==> src/rtl/gat_feat_reader_if.sv <==
// Output stream of the new-feature readback path: data word plus node/frame delimiters.
interface gat_feat_reader_if #(
    parameter int DATA_W = 8
);
    logic [DATA_W-1:0] m_data;
    logic              m_valid;
    logic              m_ready;
    logic              m_last;
    logic              m_eof;

    modport master (output m_data, m_valid, m_last, m_eof, input m_ready);
    modport slave  (input m_data, m_valid, m_last, m_eof, output m_ready);
endinterface

==> src/rtl/gat_feat_reader.sv <==
// Sweeps the GAT new-feature BRAM once per start and streams the words out with node/frame delimiters.
// Optional macro GAT_FEAT_READER_RELU_EN clamps negative output words to zero.
module gat_feat_reader #(
    parameter int NEW_FEATURE_WIDTH  = 8,
    parameter int NUM_FEATURE_OUT    = 16,
    parameter int NUM_SUBGRAPHS      = 2708,
    parameter int NEW_FEATURE_DEPTH  = NUM_SUBGRAPHS * NUM_FEATURE_OUT,
    parameter int NEW_FEATURE_ADDR_W = $clog2(NEW_FEATURE_DEPTH),
    parameter int RD_LATENCY         = 2,
    parameter int FIFO_DEPTH         = 4
) (
    input  logic                          clk,
    input  logic                          rst,
    input  logic                          start,
    input  logic                          gat_ready,
    output logic [NEW_FEATURE_ADDR_W+1:0] feat_bram_addrb,
    input  logic [NEW_FEATURE_WIDTH-1:0]  feat_bram_dout,
    gat_feat_reader_if.master             strm,
    output logic                          busy,
    output logic                          done,
    output logic                          err
);
    localparam int ADDR_W = NEW_FEATURE_ADDR_W;
    localparam int W      = NEW_FEATURE_WIDTH;
    localparam int CNT_W  = $clog2(FIFO_DEPTH + RD_LATENCY + 2);
    localparam int PTR_W  = (FIFO_DEPTH > 1) ? $clog2(FIFO_DEPTH) : 1;
    localparam int FEAT_W = (NUM_FEATURE_OUT > 1) ? $clog2(NUM_FEATURE_OUT) : 1;
    localparam logic [ADDR_W-1:0] LAST_IDX  = ADDR_W'(NEW_FEATURE_DEPTH - 1);
    localparam logic [FEAT_W-1:0] LAST_FEAT = FEAT_W'(NUM_FEATURE_OUT - 1);
    localparam logic [PTR_W-1:0]  LAST_PTR  = PTR_W'(FIFO_DEPTH - 1);

    if (RD_LATENCY < 1 || RD_LATENCY > 4) begin : g_bad_latency
        $error("gat_feat_reader: RD_LATENCY must be within 1..4");
    end
    if (FIFO_DEPTH < RD_LATENCY + 1) begin : g_bad_fifo
        $error("gat_feat_reader: FIFO_DEPTH must be at least RD_LATENCY+1");
    end

    typedef enum logic [2:0] {IDLE, WAIT_RDY, READ, DRAIN, DONE} state_t;

    state_t              state, state_nxt;
    logic                issue, push, pop, eof_xfer, credit_ok;
    logic [RD_LATENCY:0] vld_pipe;
    logic [ADDR_W-1:0]   issue_idx, issue_addr, out_idx;
    logic [FEAT_W-1:0]   feat_idx;
    logic [CNT_W-1:0]    in_flight, fifo_count;
    logic [PTR_W-1:0]    wr_ptr, rd_ptr;
    logic [W-1:0]        mem [FIFO_DEPTH];
    logic [W-1:0]        head, head_out;

    // vld_pipe[0] rises with the address register; vld_pipe[RD_LATENCY] lines up with valid dout.
    assign push = vld_pipe[RD_LATENCY];
    assign pop  = strm.m_valid & strm.m_ready;

    always_comb begin
        in_flight = '0;
        for (int i = 0; i <= RD_LATENCY; i++) in_flight = in_flight + CNT_W'(vld_pipe[i]);
    end

    // A word leaving the FIFO this cycle frees its slot, which keeps the loop at one word per cycle.
    assign credit_ok  = (in_flight + fifo_count) < (CNT_W'(FIFO_DEPTH) + CNT_W'(pop));
    assign issue_addr = (state == WAIT_RDY) ? '0 : issue_idx;
    assign eof_xfer   = pop & (out_idx == LAST_IDX);

    always_comb begin
        state_nxt = state;
        issue     = 1'b0;
        case (state)
            IDLE:     if (start) state_nxt = WAIT_RDY;
            // Word 0 goes out on the transition so the first m_valid lands RD_LATENCY+1 cycles into READ.
            WAIT_RDY: if (gat_ready) begin
                issue     = 1'b1;
                state_nxt = READ;
            end
            READ:     if (credit_ok) begin
                issue = 1'b1;
                if (issue_idx == LAST_IDX) state_nxt = DRAIN;
            end
            DRAIN:    if (eof_xfer) state_nxt = DONE;
            DONE:     state_nxt = IDLE;
            default:  state_nxt = IDLE;
        endcase
    end

    always_ff @(posedge clk or posedge rst) begin
        if (rst) begin
            state           <= IDLE;
            vld_pipe        <= '0;
            feat_bram_addrb <= '0;
            issue_idx       <= '0;
            err             <= 1'b0;
        end else begin
            state    <= state_nxt;
            vld_pipe <= {vld_pipe[RD_LATENCY-1:0], issue};
            if (issue) begin
                feat_bram_addrb <= {issue_addr, 2'b00};
                issue_idx       <= issue_addr + ADDR_W'(1);
            end
            if (state == WAIT_RDY && gat_ready)
                err <= 1'b0;
            else if ((state == READ || state == DRAIN) && !gat_ready)
                err <= 1'b1;
        end
    end

    assign busy = (state != IDLE);
    assign done = (state == DONE);

    always_ff @(posedge clk) begin
        if (push) mem[wr_ptr] <= feat_bram_dout;
    end

    always_ff @(posedge clk or posedge rst) begin
        if (rst) begin
            wr_ptr     <= '0;
            rd_ptr     <= '0;
            fifo_count <= '0;
        end else begin
            if (push) wr_ptr <= (wr_ptr == LAST_PTR) ? '0 : wr_ptr + PTR_W'(1);
            if (pop)  rd_ptr <= (rd_ptr == LAST_PTR) ? '0 : rd_ptr + PTR_W'(1);
            case ({push, pop})
                2'b10:   fifo_count <= fifo_count + CNT_W'(1);
                2'b01:   fifo_count <= fifo_count - CNT_W'(1);
                default: fifo_count <= fifo_count;
            endcase
        end
    end

    always_ff @(posedge clk or posedge rst) begin
        if (rst) begin
            out_idx  <= '0;
            feat_idx <= '0;
        end else if (pop) begin
            out_idx  <= eof_xfer ? '0 : out_idx + ADDR_W'(1);
            feat_idx <= (eof_xfer || feat_idx == LAST_FEAT) ? '0 : feat_idx + FEAT_W'(1);
        end
    end

    assign head = mem[rd_ptr];
`ifdef GAT_FEAT_READER_RELU_EN
    assign head_out = head[W-1] ? '0 : head;
`else
    assign head_out = head;
`endif

    // Outputs are gated by m_valid so everything reads 0 while the FIFO is empty or in reset.
    assign strm.m_valid = (fifo_count != '0);
    assign strm.m_data  = strm.m_valid ? head_out : '0;
    assign strm.m_last  = strm.m_valid & (feat_idx == LAST_FEAT);
    assign strm.m_eof   = strm.m_valid & (out_idx == LAST_IDX);

    a_no_overflow: assert property (@(posedge clk) disable iff (rst)
        !(push && !pop && fifo_count == CNT_W'(FIFO_DEPTH)));
endmodule

==> src/flat_wrapper.sv <==
// flat-port wrapper written by rule: the top's interface ports become plain ports
module gat_feat_reader_flat 
#(
    parameter int NEW_FEATURE_WIDTH  = 8,
    parameter int NUM_FEATURE_OUT    = 16,
    parameter int NUM_SUBGRAPHS      = 2708,
    parameter int NEW_FEATURE_DEPTH  = NUM_SUBGRAPHS * NUM_FEATURE_OUT,
    parameter int NEW_FEATURE_ADDR_W = $clog2(NEW_FEATURE_DEPTH),
    parameter int RD_LATENCY         = 2,
    parameter int FIFO_DEPTH         = 4
)
  (clk, rst, start, gat_ready, feat_bram_addrb, feat_bram_dout, busy, done, err, strm_m_data, strm_m_valid, strm_m_last, strm_m_eof, strm_m_ready);
  gat_feat_reader_if #(.DATA_W((8))) strm_i ();
  input  logic clk;
  input  logic rst;
  input  logic start;
  input  logic gat_ready;
  output logic [NEW_FEATURE_ADDR_W+1:0] feat_bram_addrb;
  input  logic [NEW_FEATURE_WIDTH-1:0] feat_bram_dout;
  output logic busy;
  output logic done;
  output logic err;
  output wire logic [$bits(strm_i.m_data)-1:0] strm_m_data;
  output wire logic [$bits(strm_i.m_valid)-1:0] strm_m_valid;
  output wire logic [$bits(strm_i.m_last)-1:0] strm_m_last;
  output wire logic [$bits(strm_i.m_eof)-1:0] strm_m_eof;
  input wire logic [$bits(strm_i.m_ready)-1:0] strm_m_ready;
  assign strm_m_data = strm_i.m_data;
  assign strm_m_valid = strm_i.m_valid;
  assign strm_m_last = strm_i.m_last;
  assign strm_m_eof = strm_i.m_eof;
  assign strm_i.m_ready = strm_m_ready;
  gat_feat_reader #(.NEW_FEATURE_WIDTH(NEW_FEATURE_WIDTH), .NUM_FEATURE_OUT(NUM_FEATURE_OUT), .NUM_SUBGRAPHS(NUM_SUBGRAPHS), .NEW_FEATURE_DEPTH(NEW_FEATURE_DEPTH), .NEW_FEATURE_ADDR_W(NEW_FEATURE_ADDR_W), .RD_LATENCY(RD_LATENCY), .FIFO_DEPTH(FIFO_DEPTH)) u_core (.clk(clk), .rst(rst), .start(start), .gat_ready(gat_ready), .feat_bram_addrb(feat_bram_addrb), .feat_bram_dout(feat_bram_dout), .strm(strm_i), .busy(busy), .done(done), .err(err));
endmodule
==> config.mk <==
export PLATFORM = sky130hd
export DESIGN_NAME = gat_feat_reader_flat
export DESIGN_NICKNAME = d
export VERILOG_FILES = /design/src/rtl/gat_feat_reader_if.sv /design/src/rtl/gat_feat_reader.sv /design/src/flat_wrapper.sv
export SDC_FILE = /design/constraint.sdc
export NUM_CORES = 1
export LEC_CHECK = 0
export ABC_AREA = 0
export CAP_MARGIN = 5
export CORE_ASPECT_RATIO = 0.7
export CORE_UTILIZATION = 30
export CTS_CLUSTER_SIZE = 20
export DETAILED_ROUTE_END_ITERATION = 10
export PLACE_DENSITY_LB_ADDON = 0.15
export SLEW_MARGIN = 20
export SYNTH_ARGS = -nofsm -noshare
export SYNTH_HDL_FRONTEND = slang
export SYNTH_SLANG_ARGS = --single-unit
==> constraint.sdc <==
create_clock -name clk -period 4.5 [get_ports clk]
set_input_delay 1.35 -clock clk [delete_from_list [all_inputs] [get_ports clk]]
set_output_delay 1.35 -clock clk [all_outputs]
set_load 0.005 [all_outputs]
Yosys cells after proc, flatten, opt, wreduce, memory -nomap -nowiden
Memory sizes are Yosys's and may differ from the RTL's.
Cells that the tools add are included.
- register bits: 66
- memory bits (writable): 32
- output and inout bits: 32
- logic and storage cells: 74
- memories: 1
- memory list (memory ; words ; width ; read ports ; clocked after Yosys merged registers in ; write ports ; RTL line ; text):
    u_core.mem ; 4 ; 8 ; 1 ; 0 ; 1 ; gat_feat_reader.sv:48 ; logic [W-1:0] mem [FIFO_DEPTH];
- $add $sub $neg: 11
- $lt $le $gt $ge: 1
- eq/ne operators: 16
- muxes and demuxes: 20
- bitwise logic cells: 4
- reductions and logical operators: 11
- operators with widths (kind ; count):
    $add A16 B1 Y16 const B ; 2
    $eq A16 B16 Y1 const B ; 2
    $mux W16 ; 2
    $mux W3 ; 5
    $pmux W3 S4 ; 1
    $mux W8 ; 1
    $eq A2 B2 Y1 const B ; 3
    $eq A3 B2 Y1 const B ; 2
    $mux W1 ; 6
    $ne A2 B1 Y1 const B ; 3
    $pmux W3 S2 ; 1
    $reduce_bool A3 Y1 ; 2
    $reduce_and A5 Y1 ; 1
    $add A2 B1 Y2 const B ; 2
    $add A4 B1 Y4 const B ; 1
    $and A1 B1 Y1 ; 4
    $eq A4 B4 Y1 const B ; 1
    $mux W2 ; 2
    $mux W4 ; 1
    $ne A2 B2 Y1 const B ; 2
    $reduce_bool A2 Y1 ; 2
    $add A3 B1 Y3 ; 1
    $add A3 B1 Y3 const A ; 1
    $add A3 B1 Y3 const B ; 1
    12 further kinds ; 14

Longest topological paths before layout
- word-level depth: 6
- depth in mapped cells: 10
- mapped depth without buffers: 10

Least setup slack after synthesis
OpenSTA, ideal clock, no wires.
- path type: in2reg
- from: in strm_m_ready
- to: reg u_core.fifo_count[2]
- setup time: 0.079 ns
- arrival: 2.542 ns
- data required time: 4.421 ns
- setup slack: 1.879 ns
- stages on the path: 8
- buffers on the path: 0
- cells stage by stage: o31ai_4 > inv_2 > ha_1 > inv_1 > fa_1 > xor2_1 > nor2_1 > xor2_1
- word-level cells in the longest chain between the ends: 3
- elaborated cells on any way between the ends: 5
- ends and longest elaborated chain (what ; RTL line ; text):
    start: declaration ; flat_wrapper.sv:27 ; input wire logic [$bits(strm_i.m_ready)-1:0] strm_m_ready;
    $and A1 B1 Y1 (*) ; gat_feat_reader.sv:53 ; assign pop = strm.m_valid & strm.m_ready;
    via u_core.pop ; gat_feat_reader.sv:42 ; logic issue, push, pop, eof_xfer, credit_ok;
    $eq A2 B1 Y1 / $eq A2 B2 Y1 (equally long branches) ; gat_feat_reader.sv:121 ; case ({push, pop})
    $pmux W3 S2 / $reduce_bool A2 Y1 (equally long branches) ; -- ;
    end signal: assignment ; gat_feat_reader.sv:122 ; 2'b10: fifo_count <= fifo_count + CNT_W'(1);
    end signal: assignment ; gat_feat_reader.sv:123 ; 2'b01: fifo_count <= fifo_count - CNT_W'(1);
    end signal: assignment ; gat_feat_reader.sv:124 ; default: fifo_count <= fifo_count;
    end: declaration ; gat_feat_reader.sv:46 ; logic [CNT_W-1:0] in_flight, fifo_count;
Mark *: on every way through the listed nets, which the timed path passes. The rest lies on a longest branch.
A chain may end at the register's enable or synchronous reset.

Worst setup path in the final report
- from: reg u_core.rd_ptr[0]
- to: out strm_m_data[4]
- word-level cells in the longest chain between the ends: 2
- ends and longest elaborated chain (what ; RTL line ; text):
    start: declaration ; gat_feat_reader.sv:47 ; logic [PTR_W-1:0] wr_ptr, rd_ptr;
    start signal: assignment ; gat_feat_reader.sv:120 ; if (pop) rd_ptr <= (rd_ptr == LAST_PTR) ? '0 : rd_ptr + PTR_W'(1);
    $mem_v2 Z4 W8 ; -- ;
    $mux W8 ; gat_feat_reader.sv:148 ; assign strm.m_data = strm.m_valid ? head_out : '0;
    end: declaration ; flat_wrapper.sv:23 ; output wire logic [$bits(strm_i.m_data)-1:0] strm_m_data;
No other way between the ends.

==> impl_metrics.tcl <==
set metrics [dict create \
    cp-end-kind "output pin" \
    placed_area_mm2 0.00511 \
    drive_gt1_share_pct 8.98 \
    cp.required_ns 3.15 \
    postLayoutCellArea_mm2 0.00542 \
    htreeDepth 3 \
    synth_top_area_share_pct 36.9 \
    n_antenna_cell 0 \
    synthDistinctLibCells 49 \
    r2r-start "u_core.vld_pipe[0]" \
    finalSetupViolCount 0 \
    synth_area_leaders "dfrtp_1, edfxtp_1, nand2_1, mux4_2, ha_1" \
    ff2ff_setup_slack_ns 1.62 \
    maxCapViolCount 0 \
    postCtsResizedCells 0 \
    synthArstFlopShare_pct 67.3 \
    hold_viol 0 \
    finalSetupTns_ns 0 \
    slew_headroom_pct 35.5 \
    cpMaxStageDelayCell "dfrtp_1" \
    grt_use_total_pct 12.9 \
    hold_path.class "reg -> reg" \
    synth_edf_count 32 \
    crit_family "flip-flops" \
    core_area_mm2 0.0142 \
    area_growth_pct 20.9 \
    cts_tree "yes" \
    avgViaCountPerCell 4.70 \
    synth-seq-cells 98 \
    ys.flop_type "dfrtp_1" \
    pwr_density_cell_mw_per_mm2 583 \
    rsz0062_at_grt "no" \
    cts_sinks 98 \
    rr_worst_depth 9 \
    grt_max_degree 37 \
    cts_setup_buffers 0 \
    timing.setup.critical_path_class "reg -> out" \
    clk_latency_ns 0.34 \
    multi_input_area_mm2 0.00175 \
    slowest_delay_ns 0.73 \
    die_h_um 104 \
    fin_crit_sh_pct 79.6 \
    ant_nets 0 \
    cp-start-kind "register" \
    worstReg2RegEnd "u_core.issue_idx[3]" \
    hold_start "u_core.vld_pipe[1]" \
    synth_area_mm2 0.00448 \
    clock_path_buffers 2 \
    period_minus_slack_ns 3.58 \
    worst_slack_ns 0.917 \
    max_slew.worst_pin.slew_ns 0.965 \
    wl_mm 9.19 \
    dr.pass1.iters 4 \
    die_x_um 148 \
    path_buf_inv 1 \
    ys_seq_area_share_pct 58.3 \
    regArea_mm2 0.00261 \
    cp_max_fo 11 \
    drt-wirelength-per-cell_um 15.0 \
    max_freq_ghz 0.279 \
    leakage_nw 2.19 \
    rows 36 \
    drc_errors 0 \
    initial_core_util_pct 31.5 \
    yosysWarnings 0 \
    syn_inst 373 \
    nFillCells 1374 \
    grt_pass1_wl_mm 15.3 \
    dpl.cell_count 597 \
    cts_hold_buffers 0 \
    antenna_found_initial 0 \
    port_buffers 42 \
    post_synth.cell_area_avg_um2 12.0 \
    gp_congestion 0.774 \
    final_nets 444 \
    dp_hpwl_mm 6.34 \
    maxSlewViolCount 0 \
    place_ws_ns 1.12 \
    fin_cells 613 \
    num_io_pins 45 \
    die-area_mm2 0.0154 \
    cts-root-buf "clkbuf_16" \
    min_path_cells 0 \
    ir_worst_vdd_mv 0.234 \
    clock_skew_ns 0.00731 \
    fin_hold_ws_ns 0.377 \
    path_cells "mux4_2 -> nor2b_1 -> clkdlybuf4s50_1" \
    outcome "finished, final reports clean" \
    critical_path_arrival_ns 2.23 \
    synth_largest_area_cell "dfrtp_1" \
    numCtsBuffers 9 \
    vias 2883 \
    clk_pin_slew_ns 0.07 \
    gr-total-overflow 0 \
    ys_top_cells_by_count "dfrtp_1, nand2_1, edfxtp_1" \
    first_global_vias 2832 \
    drt_iter0_markers 201 \
    hold_end "u_core.vld_pipe[2]" \
    synth.most_common_cell "dfrtp_1" \
]
-- per-layer routing --
metal,wire (um),GRT usage (%),vias up
li1,-,-,1413
met2,3920,17.9,30
met1,4900,19.2,1430
met4,123,3.98,0
met3,245,3.51,10
met5,0,0,-
-- power breakdown --
group          total (W)  leakage [nW]  switching [W]  internal (W)
combinational    0.00104         0.894       0.000530      0.000512
sequential       0.00133          1.15       0.000214       0.00112
clock           0.000784         0.153       0.000323      0.000462
-- worst register-to-register path: cells and delay by family, from the launching register on --
kind / cells / cell delay (ns)
adders and majority gates: 3 / 1.12
and+or+nand+nor: 2 / 0.42
DFF: 1 / 0.38
buffers and inverters: 1 / 0.36
xor gates and xnor gates: 1 / 0.28
muxes: 1 / 0.17
AOI/OAI and AO/OA: 1 / 0.07
-- cell families after synthesis --
kind of cell / Yosys count / synth area share [%]
and+or+nand+nor: 151 / 17.9
DFF: 98 / 58.3
AOI/OAI and AO/OA: 43 / 6.48
buffers and inverters: 28 / 2.60
xor gates and xnor gates: 21 / 4.11
muxes: 18 / 6.37
adders and majority gates: 13 / 4.13
other: 1 / 0.0837
-- stage by stage --
stage | total power, W | util, %
after global routing | 0.00338 | 38.1
after floorplan | 0.00200 | -
after global placement | 0.00238 | 35.9
after detailed placement | 0.00240 | 35.9
final | 0.00316 | 38.1
after CTS | 0.00320 | 38.1
-- worst max-delay path by stage --
stage / endpoint / slack (ns) / start / depth (start not counted)
3_5_place_dp: u_core.fifo_count[2] / 1.12 / strm_m_ready / 9
3_3_place_gp: u_core.fifo_count[2] / 1.15 / strm_m_ready / 9
4_1_cts: strm_m_data[4] / 0.84 / u_core.rd_ptr[0] / 3
2_1_floorplan: u_core.err / 1.50 / rst / 1
5_1_grt: strm_m_eof / 0.77 / u_core.out_idx[7] / 4
6_report: strm_m_data[4] / 0.92 / u_core.rd_ptr[0] / 3
-- registers in the layout, indices dropped and copies added (netlist names), 3 cells and up --
signal	count
u_core.out_idx	16
u_core.state	3
u_core.issue_idx	16
u_core.feat_bram_addrb	16
u_core.mem	32
u_core.vld_pipe	3
u_core.feat_idx	4
u_core.fifo_count	3
-- layout by cell type, fill, tap and decap left out, types with 2 or more instances in the layout --
cell / instances
o21ai_0: 11
nand2b_1: 2
a21o_1: 2
nor2b_1: 12
nor4b_1: 2
inv_1: 11
buf_4: 4
conb_1: 2
and4_1: 6
or3_1: 4
clkbuf_16: 9
nor3_1: 6
clkdlybuf4s50_1: 42
mux4_2: 8
and3_1: 3
nor4_1: 2
nand2_1: 53
nand4_1: 13
xor2_1: 11
edfxtp_1: 32
clkinv_2: 2
nor2_1: 17
fa_1: 3
inv_2: 4
and2_1: 7
mux2i_1: 9
clkbuf_8: 2
dfrtp_1: 66
ha_1: 10
nand3_1: 14
a21oi_1: 7
o21ai_1: 9
xnor2_1: 10
a22o_1: 8
-- area by class of cell --
cell class / instances / area share, %
sequential: 98 / 48.2
clock buffer: 12 / 4.74
tap: 190 / 4.39
clock inverter: 4 / 0.901
timing repair buffer: 46 / 8.32
inverter: 15 / 1.04
multi-input combinational: 248 / 32.4
Note: power is estimated with default switching activity, not from simulation.
